File: src/rtl/mdu_pkg.sv
// mdu_pkg: shared encodings for the multiply/divide unit.
//   op_e    : OP field encodings (MULT, MULTU, DIV, DIVU)
//   state_e : sequencer states (IDLE, RUN, FIX)
//   DIV0_QUO_BIT : fill bit of the quotient written on divide by zero
package mdu_pkg;

   typedef enum logic [1:0] {
      OP_MULT  = 2'b00,
      OP_MULTU = 2'b01,
      OP_DIV   = 2'b10,
      OP_DIVU  = 2'b11
   } op_e;

   typedef enum logic [1:0] {
      IDLE = 2'd0,
      RUN  = 2'd1,
      FIX  = 2'd2
   } state_e;

   // Divide by zero leaves an all-ones quotient (replicated to WIDTH).
   localparam logic DIV0_QUO_BIT = 1'b1;

endpackage

File: src/rtl/mdu_sign_fix.sv
// mdu_sign_fix: combinational sign correction of the unsigned core result.
//   is_div   : 1 = divide result (hi=remainder, lo=quotient), 0 = product
//   neg_prod : negate the full 2*WIDTH product
//   neg_quo  : negate the quotient
//   neg_rem  : negate the remainder
//   mag_hi/mag_lo : unsigned core result
//   res_hi/res_lo : corrected HI/LO values
module mdu_sign_fix #(
   parameter int WIDTH = 32
) (
   input  logic             is_div,
   input  logic             neg_prod,
   input  logic             neg_quo,
   input  logic             neg_rem,
   input  logic [WIDTH-1:0] mag_hi,
   input  logic [WIDTH-1:0] mag_lo,
   output logic [WIDTH-1:0] res_hi,
   output logic [WIDTH-1:0] res_lo
);

   logic [2*WIDTH-1:0] prod;
   logic [2*WIDTH-1:0] prod_fix;

   always_comb begin
      prod     = {mag_hi, mag_lo};
      prod_fix = neg_prod ? (~prod + (2*WIDTH)'(1)) : prod;
      if (is_div) begin
         res_hi = neg_rem ? (~mag_hi + WIDTH'(1)) : mag_hi;
         res_lo = neg_quo ? (~mag_lo + WIDTH'(1)) : mag_lo;
      end else begin
         res_hi = prod_fix[2*WIDTH-1:WIDTH];
         res_lo = prod_fix[WIDTH-1:0];
      end
   end

endmodule

File: src/rtl/mult_div_unit.sv
// mult_div_unit: iterative multiply/divide unit owning HI and LO.
//   CLK, RST (sync, active high)
//   START, OP, SRC_A, SRC_B : launch MULT/MULTU/DIV/DIVU
//   HI_WE, LO_WE, WR_DATA   : MTHI / MTLO writes, honoured only when idle
//   BUSY  : operation in progress (IDLE excluded)
//   DONE  : one-cycle pulse once new HI/LO are visible
//   HI, LO: architectural registers
// One shift-add / restoring shift-subtract step per cycle over WIDTH cycles,
// then one FIX cycle for sign correction and the HI/LO write.
module mult_div_unit
   import mdu_pkg::*;
#(
   parameter int WIDTH = 32,
   parameter int CNT_W = 6
) (
   input  logic             CLK,
   input  logic             RST,
   input  logic             START,
   input  logic [1:0]       OP,
   input  logic [WIDTH-1:0] SRC_A,
   input  logic [WIDTH-1:0] SRC_B,
   input  logic             HI_WE,
   input  logic             LO_WE,
   input  logic [WIDTH-1:0] WR_DATA,
   output logic             BUSY,
   output logic             DONE,
   output logic [WIDTH-1:0] HI,
   output logic [WIDTH-1:0] LO
);

   localparam logic [CNT_W-1:0] LAST_STEP = CNT_W'(WIDTH - 1);

   state_e state, state_n;

   logic [CNT_W-1:0] cnt;
   logic [WIDTH-1:0] acc_hi;    // product high half / partial remainder
   logic [WIDTH-1:0] acc_lo;    // multiplier -> product low / dividend -> quotient
   logic [WIDTH-1:0] opnd;      // multiplicand magnitude / divisor magnitude
   logic             is_div;
   logic             neg_prod;
   logic             neg_quo;
   logic             neg_rem;
   logic             div_zero;
   logic [WIDTH-1:0] hi_q;
   logic [WIDTH-1:0] lo_q;
   logic             done_q;

   // operand capture
   logic             op_signed;
   logic             a_neg;
   logic             b_neg;
   logic [WIDTH-1:0] a_mag;
   logic [WIDTH-1:0] b_mag;

   // iteration step
   logic [WIDTH:0]   mul_sum;
   logic [WIDTH:0]   div_shift;
   logic [WIDTH:0]   div_diff;
   logic             div_ok;

   logic [WIDTH-1:0] fix_hi;
   logic [WIDTH-1:0] fix_lo;

   always_comb begin
      op_signed = (OP == OP_MULT) || (OP == OP_DIV);
      a_neg     = op_signed & SRC_A[WIDTH-1];
      b_neg     = op_signed & SRC_B[WIDTH-1];
      a_mag     = a_neg ? (~SRC_A + WIDTH'(1)) : SRC_A;
      b_mag     = b_neg ? (~SRC_B + WIDTH'(1)) : SRC_B;
   end

   always_comb begin
      mul_sum   = {1'b0, acc_hi} + (acc_lo[0] ? {1'b0, opnd} : '0);
      div_shift = {acc_hi, acc_lo[WIDTH-1]};
      div_diff  = div_shift - {1'b0, opnd};
      // The shifted remainder is below 2*divisor, so bit WIDTH of the
      // difference is set exactly when the subtraction would go negative.
      div_ok    = ~div_diff[WIDTH];
   end

   mdu_sign_fix #(.WIDTH(WIDTH)) u_sign_fix (
      .is_div   (is_div),
      .neg_prod (neg_prod),
      .neg_quo  (neg_quo),
      .neg_rem  (neg_rem),
      .mag_hi   (acc_hi),
      .mag_lo   (acc_lo),
      .res_hi   (fix_hi),
      .res_lo   (fix_lo)
   );

   always_comb begin
      state_n = state;
      case (state)
         IDLE:    if (START) state_n = RUN;
         RUN:     if (cnt == LAST_STEP) state_n = FIX;
         FIX:     state_n = IDLE;
         default: state_n = IDLE;
      endcase
   end

   always_ff @(posedge CLK) begin
      if (RST) state <= IDLE;
      else     state <= state_n;
   end

   always_ff @(posedge CLK) begin
      if (RST) begin
         cnt      <= '0;
         acc_hi   <= '0;
         acc_lo   <= '0;
         opnd     <= '0;
         is_div   <= 1'b0;
         neg_prod <= 1'b0;
         neg_quo  <= 1'b0;
         neg_rem  <= 1'b0;
         div_zero <= 1'b0;
         hi_q     <= '0;
         lo_q     <= '0;
         done_q   <= 1'b0;
      end else begin
         done_q <= 1'b0;
         case (state)
            IDLE: begin
               if (START) begin
                  cnt      <= '0;
                  acc_hi   <= '0;
                  is_div   <= OP[1];
                  opnd     <= OP[1] ? b_mag : a_mag;
                  acc_lo   <= OP[1] ? a_mag : b_mag;
                  neg_prod <= a_neg ^ b_neg;
                  neg_quo  <= a_neg ^ b_neg;
                  neg_rem  <= a_neg;
                  div_zero <= OP[1] && (SRC_B == '0);
               end else begin
                  if (HI_WE) hi_q <= WR_DATA;
                  if (LO_WE) lo_q <= WR_DATA;
               end
            end
            RUN: begin
               cnt <= cnt + CNT_W'(1);
               if (is_div) begin
                  acc_hi <= div_ok ? div_diff[WIDTH-1:0] : div_shift[WIDTH-1:0];
                  acc_lo <= {acc_lo[WIDTH-2:0], div_ok};
               end else begin
                  acc_hi <= mul_sum[WIDTH:1];
                  acc_lo <= {mul_sum[0], acc_lo[WIDTH-1:1]};
               end
            end
            FIX: begin
               // Remainder already equals the dividend on divide by zero;
               // only the quotient needs forcing (its sign flag is meaningless).
               hi_q   <= fix_hi;
               lo_q   <= div_zero ? {WIDTH{DIV0_QUO_BIT}} : fix_lo;
               done_q <= 1'b1;
            end
            default: ;
         endcase
      end
   end

   assign BUSY = (state != IDLE);
   assign DONE = done_q;
   assign HI   = hi_q;
   assign LO   = lo_q;

endmodule

File: config.mk
export PLATFORM = sky130hd
export DESIGN_NAME = mult_div_unit
export DESIGN_NICKNAME = d
export VERILOG_FILES = /design/src/rtl/mdu_pkg.sv /design/src/rtl/mdu_sign_fix.sv /design/src/rtl/mult_div_unit.sv
export SDC_FILE = /design/constraint.sdc
export NUM_CORES = 1
export LEC_CHECK = 0
export CORE_MARGIN = 2
export CORE_UTILIZATION = 58
export CTS_CLUSTER_DIAMETER = 100
export DETAILED_ROUTE_END_ITERATION = 6
export PLACE_DENSITY = 0.78
export SKIP_CTS_REPAIR_TIMING = 1
export SYNTH_ARGS = -nofsm -noshare
export SYNTH_HDL_FRONTEND = slang
export SYNTH_SLANG_ARGS = --single-unit
export TNS_END_PERCENT = 5
File: constraint.sdc
create_clock -name CLK -period 3.7 [get_ports CLK]
set_input_delay 0.74 -clock CLK [delete_from_list [all_inputs] [get_ports CLK]]
set_output_delay 0.74 -clock CLK [all_outputs]
set_load 0.02 [all_outputs]
==> metrics.md, run 1 <==
| Metric | Value |
|---|---|
| Status | `completed` |
| Hold Path Class | `flip-flop to flip-flop` |
| Max-cap viol count | `0` |
| Synth Flop Type | `dfxtp_1` |
| Synthesized area | `0.01439 mm^2` |
| Post-DP HPWL | `38680 um` |
| Die ar. | `0.02608 mm^2` |
| Clock Tree Buf Depth | `2` |
| Nets | `2255` |
| Cell Rows | `57` |
| Largest net degree at the start of global routing | `90` |
| CP Launch Type | `flip-flop` |
| Final Max Tran Viols | `0` |
| Synthesized flop and latch total | `173` |
| Area contributors post-synth | `dfxtp_1, a21oi_1, xnor2_1` |
| Max Freq | `281.4 MHz` |
| Commonest non-fill, non-tap cell in the layout | `nor2_1` |
| Area Overhead vs Synth | `21.20%` |
| Syn Inst Count | `1926` |
| Final Wtd Congestion | `0.9920` |
| Leakage power | `0.006882 uW` |
| CTS HTree Levels | `4` |
| Crit path time final | `3.554 ns` |
| CP endpoint kind | `flip-flop` |
| Final Skew | `0.01638 ns` |
| Area post-placement | `0.01676 mm^2` |
| DP Cell Count | `2386` |
| DRC | `0` |
| Share of the synthesized area in the top cell type | `24.07%` |
| PD cells | `338.4 mW/mm^2` |
| Peak supply drop | `0.3033 mV` |
| Total Wirelength | `50310 um` |
| Fraction of layout cells with a size suffix above 1 | `8.548%` |
| Unique cell type count in the Yosys netlist | `78` |
| Top Ports | `169` |
| Final Cell Area | `0.01744 mm^2` |
| Crit share post-route | `96.04%` |
| Post-Synthesis Net Count | `2100` |
| WP data arrival | `3.93 ns` |
| # setup viols final | `0` |
| First-pass GRT wire length | `78160 um` |
| FFs w/ async S/R, synth | `0%` |
| Post-synth top area cell | `dfxtp_1` |
| Post-synth EDFFs | `0` |
| Initial Util | `59.17%` |
| CTS tree | `built` |
| Most frequent cells in the layout | `nor2_1, a21oi_1, nand2_1, dfxtp_1, clkdlybuf4s50_1` |
| Wire per inst | `20.81 um` |
| Antenna diodes | `0` |
| Setup TNS | `0 ns` |
| CTS root buffer | `clkbuf_16` |
| Grt ovf | `0` |
| Vias | `15490` |
| Clock Latency Late Sink | `0.45 ns` |
| Chip height | `161.5 um` |
| RSZ-0062 raised after global routing | `yes` |
| Core Footprint | `0.02432 mm^2` |
| Vias in the first global route | `14240` |
| Critical path required time | `4.08 ns` |
| DRT antenna net count | `0` |
| CTS Buf Count | `17` |
| Synthesis Warnings | `0` |
| Port bufs | `168` |
| Sequential area share after synthesis | `24.07%` |
| DR iter-0 viols | `1824` |
| DR pass1 iterations | `6` |
| DR vias/cell | `6.406` |
| Gr usage total | `37.78%` |
| Final Hold Viols | `0` |
| Worst Path Max Fanout | `5` |
| Post-synthesis average cell area | `7.471 um^2` |
| Worst slew pin tran | `1.017 ns` |
| Initial antenna violation count | `0` |
| Final core utilization | `71.71%` |
| Die Width | `161.5 um` |
| Clock transition at path regs | `0.08 ns` |
| Final Non-Filler Cells | `2418` |
| Num Clock Sinks | `173` |
| Power, Total | `5901 uW` |
| Relative slew slack | `32.18%` |
| Worst setup path class | `flip-flop to flip-flop` |
[path summary, 6_finish.rpt]
| kind | slack (ns) | startpoint | end | depth (start not counted) |
|---|---|---|---|---|
| setup / recovery | 0.15 | acc_lo[0]$_SDFFE_PP0P_ | acc_hi[31]$_SDFFE_PP0P_ | 15 |
| hold / removal | 0.45 | opnd[13]$_SDFFE_PP0P_ | opnd[13]$_SDFFE_PP0P_ | 2 |
| setup reg to reg | 0.15 | acc_lo[0]$_SDFFE_PP0P_ | acc_hi[31]$_SDFFE_PP0P_ | 15 |
| hold reg to reg | 0.45 | opnd[13]$_SDFFE_PP0P_ | opnd[13]$_SDFFE_PP0P_ | 2 |
[where the power goes]
part           total, uW  internal (uW)  switching, uW
Sequential          2080           1970            115
Combinational       1900            790           1110
Clock               1920            938            984
Total               5900           3700           2200
[layer usage]
metal  up-vias  GRT usage [%]  wire (um)
met5         -              0          0
met4         0          18.22       2404
met3       132          6.163       5018
met2       821          59.36      22200
met1      7211          50.52      20690
li1       7325              -          -
[cells by family after synthesis]
logic type	synth area share (%)
AOI/OAI and AO/OA	29.88
and+or+nand+nor	18.49
buffers and inverters	5.574
DFF	24.07
xor gates and xnor gates	9.983
muxes	5.730
adders and majority gates	6.278
[worst max-delay path: stages, from the launching register on]
cell	delay [ns]
dfxtp_1	0.39
buf_4	0.16
and2_1	0.13
ha_1	0.23
inv_1	0.07
fa_1	0.39
nand2b_1	0.19
a21oi_1	0.31
a21oi_1	0.20
a31oi_2	0.31
a21oi_1	0.14
nor3_1	0.23
buf_4	0.16
o21ai_0	0.10
a211o_1	0.33
a31oi_1	0.12
[sequential cells by signal, summed over array words and instances (netlist names)]
signal,flops
state,2
neg_quo,1
acc_hi,32
opnd,32
DONE,1
div_zero,1
acc_lo,32
is_div,1
HI,32
neg_rem,1
cnt,6
LO,32
[per-stage QoR]
step                setup WS [ns]  hold WS, ns
floorplan                  0.2981       0.4319
global placement          0.07485       0.4399
detailed placement        0.02228       0.4460
CTS                      0.007717       0.4552
global route             -0.03306       0.4742
finish                     0.1464       0.4545
[layout make-up]
cell class	count	area (um^2)
clock inverters	15	203.9
multi-input cells	1548	10190
repair buffers	273	2491
inverters	68	255.2
well taps	324	405.4
flip-flops and latches	173	3465
clock buffers	17	425.4
fillers	2049	6880
[synthesized netlist by cell type (6+ instances only)]
cell type / number
nor3_1: 35
dfxtp_1: 173
o221ai_1: 36
xnor2_1: 110
o211ai_1: 33
nor4_1: 16
mux2i_1: 79
a31oi_1: 17
nor2_1: 197
and3_1: 8
or4_1: 9
buf_2: 8
o21a_1: 6
clkbuf_1: 111
a311oi_1: 7
and2_1: 6
o21ai_0: 99
a211oi_1: 112
or3_1: 22
nand2_1: 194
ha_1: 69
nand3_1: 22
a21oi_1: 195
nor2b_1: 17
inv_1: 68
o41ai_1: 12
o31ai_1: 22
a21o_1: 33
nand4_1: 8
xor2_1: 54
nand2b_1: 28
buf_1: 15
a22oi_1: 14
No activity file was read; power rests on OpenSTA's default activity.
==> inputs of run 2 (changes only) <==
--- a/config.mk
+++ b/config.mk
@@ -5,11 +5,14 @@
 export SDC_FILE = /design/constraint.sdc
 export NUM_CORES = 1
 export LEC_CHECK = 0
+export CELL_PAD_IN_SITES_DETAIL_PLACEMENT = 1
+export CELL_PAD_IN_SITES_GLOBAL_PLACEMENT = 2
 export CORE_MARGIN = 2
-export CORE_UTILIZATION = 58
+export CORE_UTILIZATION = 33
 export CTS_CLUSTER_DIAMETER = 100
+export CTS_CLUSTER_SIZE = 20
 export DETAILED_ROUTE_END_ITERATION = 6
-export PLACE_DENSITY = 0.78
+export PLACE_DENSITY = 0.77
 export SKIP_CTS_REPAIR_TIMING = 1
 export SYNTH_ARGS = -nofsm -noshare
 export SYNTH_HDL_FRONTEND = slang
==> run 2 against run 1 <==
Effect of this change: die area up 74%; via count down 0.56%; sequential power about the same; largest cell class unchanged; worst hold slack better by 0.00069 ns; total power up 0.49%; register-to-register slack better by 0.02 ns; final cell count up 13%; routed wire length up 21%; first-iteration DRC count down 44%; cell area up 3.9%; non-clock buffer count up 49.
==> metrics.md, run 2 (synthesis gave the netlist of run 1 again) <==
| Metric | Value |
|---|---|
| Clock transition at path regs | `0.07 ns (about the same)` |
| Register Area | `0.003466 mm^2 (about the same)` |
| CTS tree | `built` |
| Port bufs | `168 (unchanged)` |
| Chip height | `212.8 um (+32%)` |
| CTS root buffer | `clkbuf_16` |
| CP Launch Type | `flip-flop` |
| Leakage power | `0.007104 uW (+3.2%)` |
| Core Footprint | `0.04308 mm^2 (+77%)` |
| Vias in the first global route | `15120 (+6.2%)` |
| DRC | `0 (unchanged)` |
| Peak supply drop | `0.2387 mV (-21%)` |
| Total Wirelength | `61020 um (+21%)` |
| Max Freq | `283.3 MHz (+0.66%)` |
| Grt ovf | `0 (unchanged)` |
| Status | `completed` |
| Crit share post-route | `95.41% (-0.63 points)` |
| Clock Latency Late Sink | `0.46 ns (about the same)` |
| Die Width | `212.8 um (+32%)` |
| Antenna diodes | `0 (unchanged)` |
| Clock Tree Buf Depth | `2 (unchanged)` |
| # fillers | `5288 (+160%)` |
| Final Skew | `0.01388 ns (-0.002502 ns)` |
| Num Clock Sinks | `173 (unchanged)` |
| Nets | `2304 (+2.2%)` |
| RSZ-0062 raised after global routing | `yes` |
| Area Overhead vs Synth | `25.88%` |
| Final Hold Viols | `0 (unchanged)` |
| Gr usage total | `26.59% (-11 points)` |
| Final Max Tran Viols | `0 (unchanged)` |
| Int Power | `3701 uW (about the same)` |
| Max-cap viol count | `0 (unchanged)` |
| Die ar. | `0.04529 mm^2 (+74%)` |
| Sw Share | `37.59% (+0.25 points)` |
| Wire per inst | `22.37 um (+7.5%)` |
| DR pass1 iterations | `5 (-1)` |
| DRT antenna net count | `0 (unchanged)` |
| Worst setup path class | `flip-flop to flip-flop` |
| Clock share of power | `30.4% (-2.2 points)` |
| Area post-placement | `0.01747 mm^2 (+4.2%)` |
| DR iter-0 viols | `1018 (-44%)` |
| PD cells | `327.4 mW/mm^2 (-3.2%)` |
| Crit path time final | `3.530 ns (-0.02332 ns)` |
| Top Ports | `169 (unchanged)` |
| Initial antenna violation count | `0 (unchanged)` |
| Sequential share of power | `35.1% (-0.2 points)` |
| Commonest non-fill, non-tap cell in the layout | `nor2_1` |
| Relative slew slack | `44.94% (+13 points)` |
| Initial Util | `33.40% (-26 points)` |
| Largest net degree at the start of global routing | `65 (-28%)` |
| Critical path required time | `4.04 ns (-0.04 ns)` |
| CTS Buf Count | `17 (unchanged)` |
| Cell Rows | `76 (+33%)` |
| Final core utilization | `42.05% (-30 points)` |
| Worst Path Max Fanout | `4 (-1)` |
| Setup TNS | `0 ns (unchanged)` |
| Most frequent cells in the layout | `nor2_1, a21oi_1, nand2_1, dfxtp_1, clkdlybuf4s50_1` |
| Hold WS | `0.4552 ns (+0.0006910 ns)` |
| # setup viols final | `0 (unchanged)` |
| Post-DP HPWL | `48390 um (+25%)` |
| Net Sw Power | `2229 uW (+1.2%)` |
| Worst slew pin tran | `0.8260 ns (-0.1914 ns)` |
| Final Wtd Congestion | `0.8768 (-12%)` |
| First-pass GRT wire length | `91440 um (+17%)` |
| Logic pwr share | `34.5% (+2.4 points)` |
| Fraction of layout cells with a size suffix above 1 | `10.78% (+2.2 points)` |
| CP endpoint kind | `flip-flop` |
| Hold Path Class | `flip-flop to flip-flop` |
| DR vias/cell | `5.646 (-12%)` |
| Final Cell Area | `0.01811 mm^2 (+3.9%)` |
| WP data arrival | `3.87 ns (-0.06 ns)` |
| Vias | `15400 (-0.56%)` |
| CTS HTree Levels | `4 (unchanged)` |
| Area occupied by multi-input gates | `0.01022 mm^2 (+0.30%)` |
[run 2: cell types whose count changed in the layout (fill, tap and decap cells not counted), moves of 4 or more]
cell	previous run	this run
buf_4	103	150
clkinv_8	5	1
inv_12	4	0
inv_6	1	5
[run 2: cell type report]
type,instances,area share (%)
multi-input cells,1548,56.45
flip-flops and latches,173,19.14
repair buffers,322,15.90
well taps,585,4.041
clock buffers,19,2.390
inverters,68,1.409
clock inverters,13,0.6839
[run 2: per-layer routing]
layer	track usage (%)	share of wire, %
met1	36.77	47
met2	42.63	45
met3	4.074	4.9
met4	7.861	2.6
met5	0	0
[run 2: worst paths after layout]
path | start | end | slack, ns | cells past startpoint
setup / recovery | acc_lo[0]$_SDFFE_PP0P_ | acc_hi[30]$_SDFFE_PP0P_ | 0.17 | 15
hold / removal | opnd[5]$_SDFFE_PP0P_ | opnd[5]$_SDFFE_PP0P_ | 0.46 | 2
setup reg to reg | acc_lo[0]$_SDFFE_PP0P_ | acc_hi[30]$_SDFFE_PP0P_ | 0.17 | 15
hold reg to reg | opnd[5]$_SDFFE_PP0P_ | opnd[5]$_SDFFE_PP0P_ | 0.46 | 2
[run 2: critical path: stages (launching register included)]
cell and delay, ns:
dfxtp_1 0.34, buf_4 0.14, and2_1 0.15, ha_1 0.22, a211oi_1 0.32, o211ai_1 0.21
a311oi_2 0.36, buf_4 0.19, o31ai_2 0.08, o31ai_1 0.21, buf_4 0.17, o31a_1 0.21
o31ai_2 0.11, a31o_2 0.26, xor2_1 0.14, a221o_1 0.31
[run 2: power groups by stage]
stage               Combinational [uW]  Sequential (uW)  Clock [uW]
finish                            2050             2080        1800
global route                      2210             2100        1910
CTS                               2010             2080        1840
detailed placement                2000             2120           0
global placement                  1970             2120           0
floorplan                         1160             2120           0
[run 2: stage by stage]
step	worst slack (ns)	power, uW	cells
after floorplan	0.2981	3287	1926
after global placement	0.01730	4088	2696
after detailed placement	-0.06464	4126	2696
after CTS	-0.1339	5930	2728
after global routing	-0.03272	6218	2728
final	0.1698	5930	2728
==> inputs of run 3 (changes only) <==
--- a/config.mk
+++ b/config.mk
@@ -12,6 +12,7 @@
 export CTS_CLUSTER_DIAMETER = 100
 export CTS_CLUSTER_SIZE = 20
 export DETAILED_ROUTE_END_ITERATION = 6
+export GPL_TIMING_DRIVEN = 0
 export PLACE_DENSITY = 0.77
 export SKIP_CTS_REPAIR_TIMING = 1
 export SYNTH_ARGS = -nofsm -noshare
==> run 3 against run 2 <==
Effect of this change: the flow now finishes with violations (negative setup slack); die area unchanged; highest routed layer unchanged; clock power up 7%; critical endpoint unchanged; largest cell class unchanged; clock skew up 0.0030 ns.
==> metrics.md, run 3 (synthesis gave the netlist of run 1 again) <==
| Metric | Value |
|---|---|
| Worst slack, placed | `-1.436 ns (-1.371 ns)` |
| Worst Path Max Fanout | `10 (+6)` |
| # setup viols final | `1 (+1)` |
| Reg-to-reg critical path startpoint | `acc_lo[0]$_SDFFE_PP0P_` |
| Power, Total | `6018 uW (+1.5%)` |
| DR vias/cell | `5.698 (+0.92%)` |
| Max Freq | `268.5 MHz (-5.2%)` |
| Port bufs | `168 (unchanged)` |
| Final Wtd Congestion | `0.9371 (+6.9%)` |
| Grt ovf | `0 (unchanged)` |
| PD cells | `338.1 mW/mm^2 (+3.3%)` |
| Critical path required time | `4.07 ns (+0.03 ns)` |
| Clock Latency Late Sink | `0.47 ns (about the same)` |
| Nets | `2301 (-0.13%)` |
| Final Max Tran Viols | `0 (unchanged)` |
| Relative slew slack | `41.81% (-3.1 points)` |
| Core Footprint | `0.04308 mm^2 (unchanged)` |
| Critical Path Max Stage Delay | `0.47 ns (+0.11 ns)` |
| DR iter-0 viols | `955 (-6.2%)` |
| Clock transition at path regs | `0.08 ns (about the same)` |
| Max-cap viol count | `0 (unchanged)` |
| CP endpoint kind | `flip-flop` |
| CTS root buffer | `clkbuf_16` |
| CP Depth | `14 (-1)` |
| Num Clock Sinks | `173 (unchanged)` |
| Most frequent cells in the layout | `nor2_1, nand2_1, a21oi_1, clkdlybuf4s50_1, dfxtp_1` |
| Largest net degree at the start of global routing | `18 (-72%)` |
| Leakage power | `0.006635 uW (-6.6%)` |
| DRT antenna net count | `0 (unchanged)` |
| Final Skew | `0.01685 ns (+0.002965 ns)` |
| Peak supply drop | `0.2658 mV (+11%)` |
| CTS HTree Levels | `4 (unchanged)` |
| CP Launch Type | `flip-flop` |
| Final Non-Filler Cells | `2725 (-0.11%)` |
| Crit path time final | `3.725 ns (+0.1945 ns)` |
| DR pass1 iterations | `5 (unchanged)` |
| Cell Rows | `76 (unchanged)` |
| Worst setup margin | `-0.02469 ns (-0.1945 ns)` |
| Worst hold path depth | `2 (unchanged)` |
| CTS Buf Count | `17 (unchanged)` |
| Clock Tree Buf Depth | `2 (unchanged)` |
| Vias in the first global route | `15290 (+1.1%)` |
| Wire per inst | `24.16 um (+8.0%)` |
| Failing checks | `negative setup slack` |
| Chip height | `212.8 um (unchanged)` |
| DP Cell Count | `2679 (-0.63%)` |
| Final core utilization | `41.32% (-0.72 points)` |
| Area Overhead vs Synth | `23.71%` |
| Die Width | `212.8 um (unchanged)` |
| Worst slew pin tran | `0.8728 ns (+0.04689 ns)` |
| Top Ports | `169 (unchanged)` |
| R2R cell count | `14 (-1)` |
| Crit-path cells | `clkinvlp_4, buf_6, nor2_1, ha_1, o211ai_1, o211ai_1, a311oi_2, o31ai_4, o31ai_4, o31a_1, o31ai_2, a31o_2, xor2_1, a221o_1` |
| Antenna diodes | `0 (unchanged)` |
| DRC | `0 (unchanged)` |
| Final Hold Viols | `0 (unchanged)` |
| Register Area | `0.003493 mm^2 (+0.79%)` |
| Crit share post-route | `100.7% (+5.3 points)` |
| Initial antenna violation count | `0 (unchanged)` |
| Status | `finished, violations left` |
| Critical path's slowest cell | `a311oi_2` |
| Area occupied by multi-input gates | `0.01035 mm^2 (+1.3%)` |
| Crit path launch | `acc_lo[0]$_SDFFE_PP0P_` |
| Gr usage total | `28.72% (+2.1 points)` |
| Die ar. | `0.04529 mm^2 (unchanged)` |
| Total Wirelength | `65820 um (+7.9%)` |
| Post-DP HPWL | `53500 um (+11%)` |
| # fillers | `5305 (+0.32%)` |
| First-pass GRT wire length | `97150 um (+6.2%)` |
| CP delay by family, top | `compound AO/OA/AOI/OAI gates` |
| Fraction of layout cells with a size suffix above 1 | `6.308% (-4.5 points)` |
| WP data arrival | `4.09 ns (+0.22 ns)` |
| Hold Path Class | `flip-flop to flip-flop` |
| Min-delay src | `LO[11]$_SDFFE_PP0P_` |
| RSZ-0062 raised after global routing | `yes` |
| Worst setup path class | `flip-flop to flip-flop` |
| CTS tree | `built` |
| Initial Util | `33.40% (unchanged)` |
| Setup TNS | `-0.02469 ns (-0.02469 ns)` |
| Vias | `15530 (+0.81%)` |
| Commonest non-fill, non-tap cell in the layout | `nor2_1` |
| Critical path buffer and inverter count | `2 (-1)` |
[run 3: path summary, 6_finish.rpt]
kind | endpoint | slack, ns
worst max-delay path | acc_hi[30]$_SDFFE_PP0P_ | -0.02
worst min-delay path | LO[11]$_SDFFE_PP0P_ | 0.46
worst max register to register | acc_hi[30]$_SDFFE_PP0P_ | -0.02
worst min register to register | LO[11]$_SDFFE_PP0P_ | 0.46
[run 3: per-layer routing]
| metal | share of wire (%) | GRT usage (%) |
|---|---|---|
| met3 | 4.1 | 2.956 |
| met1 | 47 | 39.19 |
| met4 | 2.9 | 10.03 |
| met2 | 46 | 47.07 |
| met5 | 0 | 0 |
[run 3: cell type report]
class,count,share of cell area [%]
Tap cell,585,4.112
Multi-Input combinational cell,1548,58.16
Timing Repair Buffer,184,10.12
Clock inverter,13,0.8294
Sequential cell,173,19.62
Buffer,135,3.191
Clock buffer,19,2.488
Inverter,68,1.476
[run 3: per-stage QoR]
stage / cell area [um^2] / hold slack [ns]
after floorplan: 14390 / 0.4319
after global placement: 16800 / 0.4416
after detailed placement: 16800 / 0.4488
after CTS: 17390 / 0.4578
after global routing: 17800 / 0.4781
final: 17800 / 0.4562
[run 3: power by group]
| group | internal, uW | switching (uW) | total [uW] |
|---|---|---|---|
| combinational | 773 | 1240 | 2010 |
| sequential | 1970 | 125 | 2090 |
| clock | 977 | 939 | 1920 |
[run 3: worst register-to-register path, stage by stage (launching register included)]
cell	delay (ns)
dfxtp_4	0.43
clkinvlp_4	0.19
buf_6	0.19
nor2_1	0.10
ha_1	0.28
o211ai_1	0.15
o211ai_1	0.20
a311oi_2	0.48
o31ai_4	0.16
o31ai_4	0.30
o31a_1	0.29
o31ai_2	0.14
a31o_2	0.27
xor2_1	0.14
a221o_1	0.31
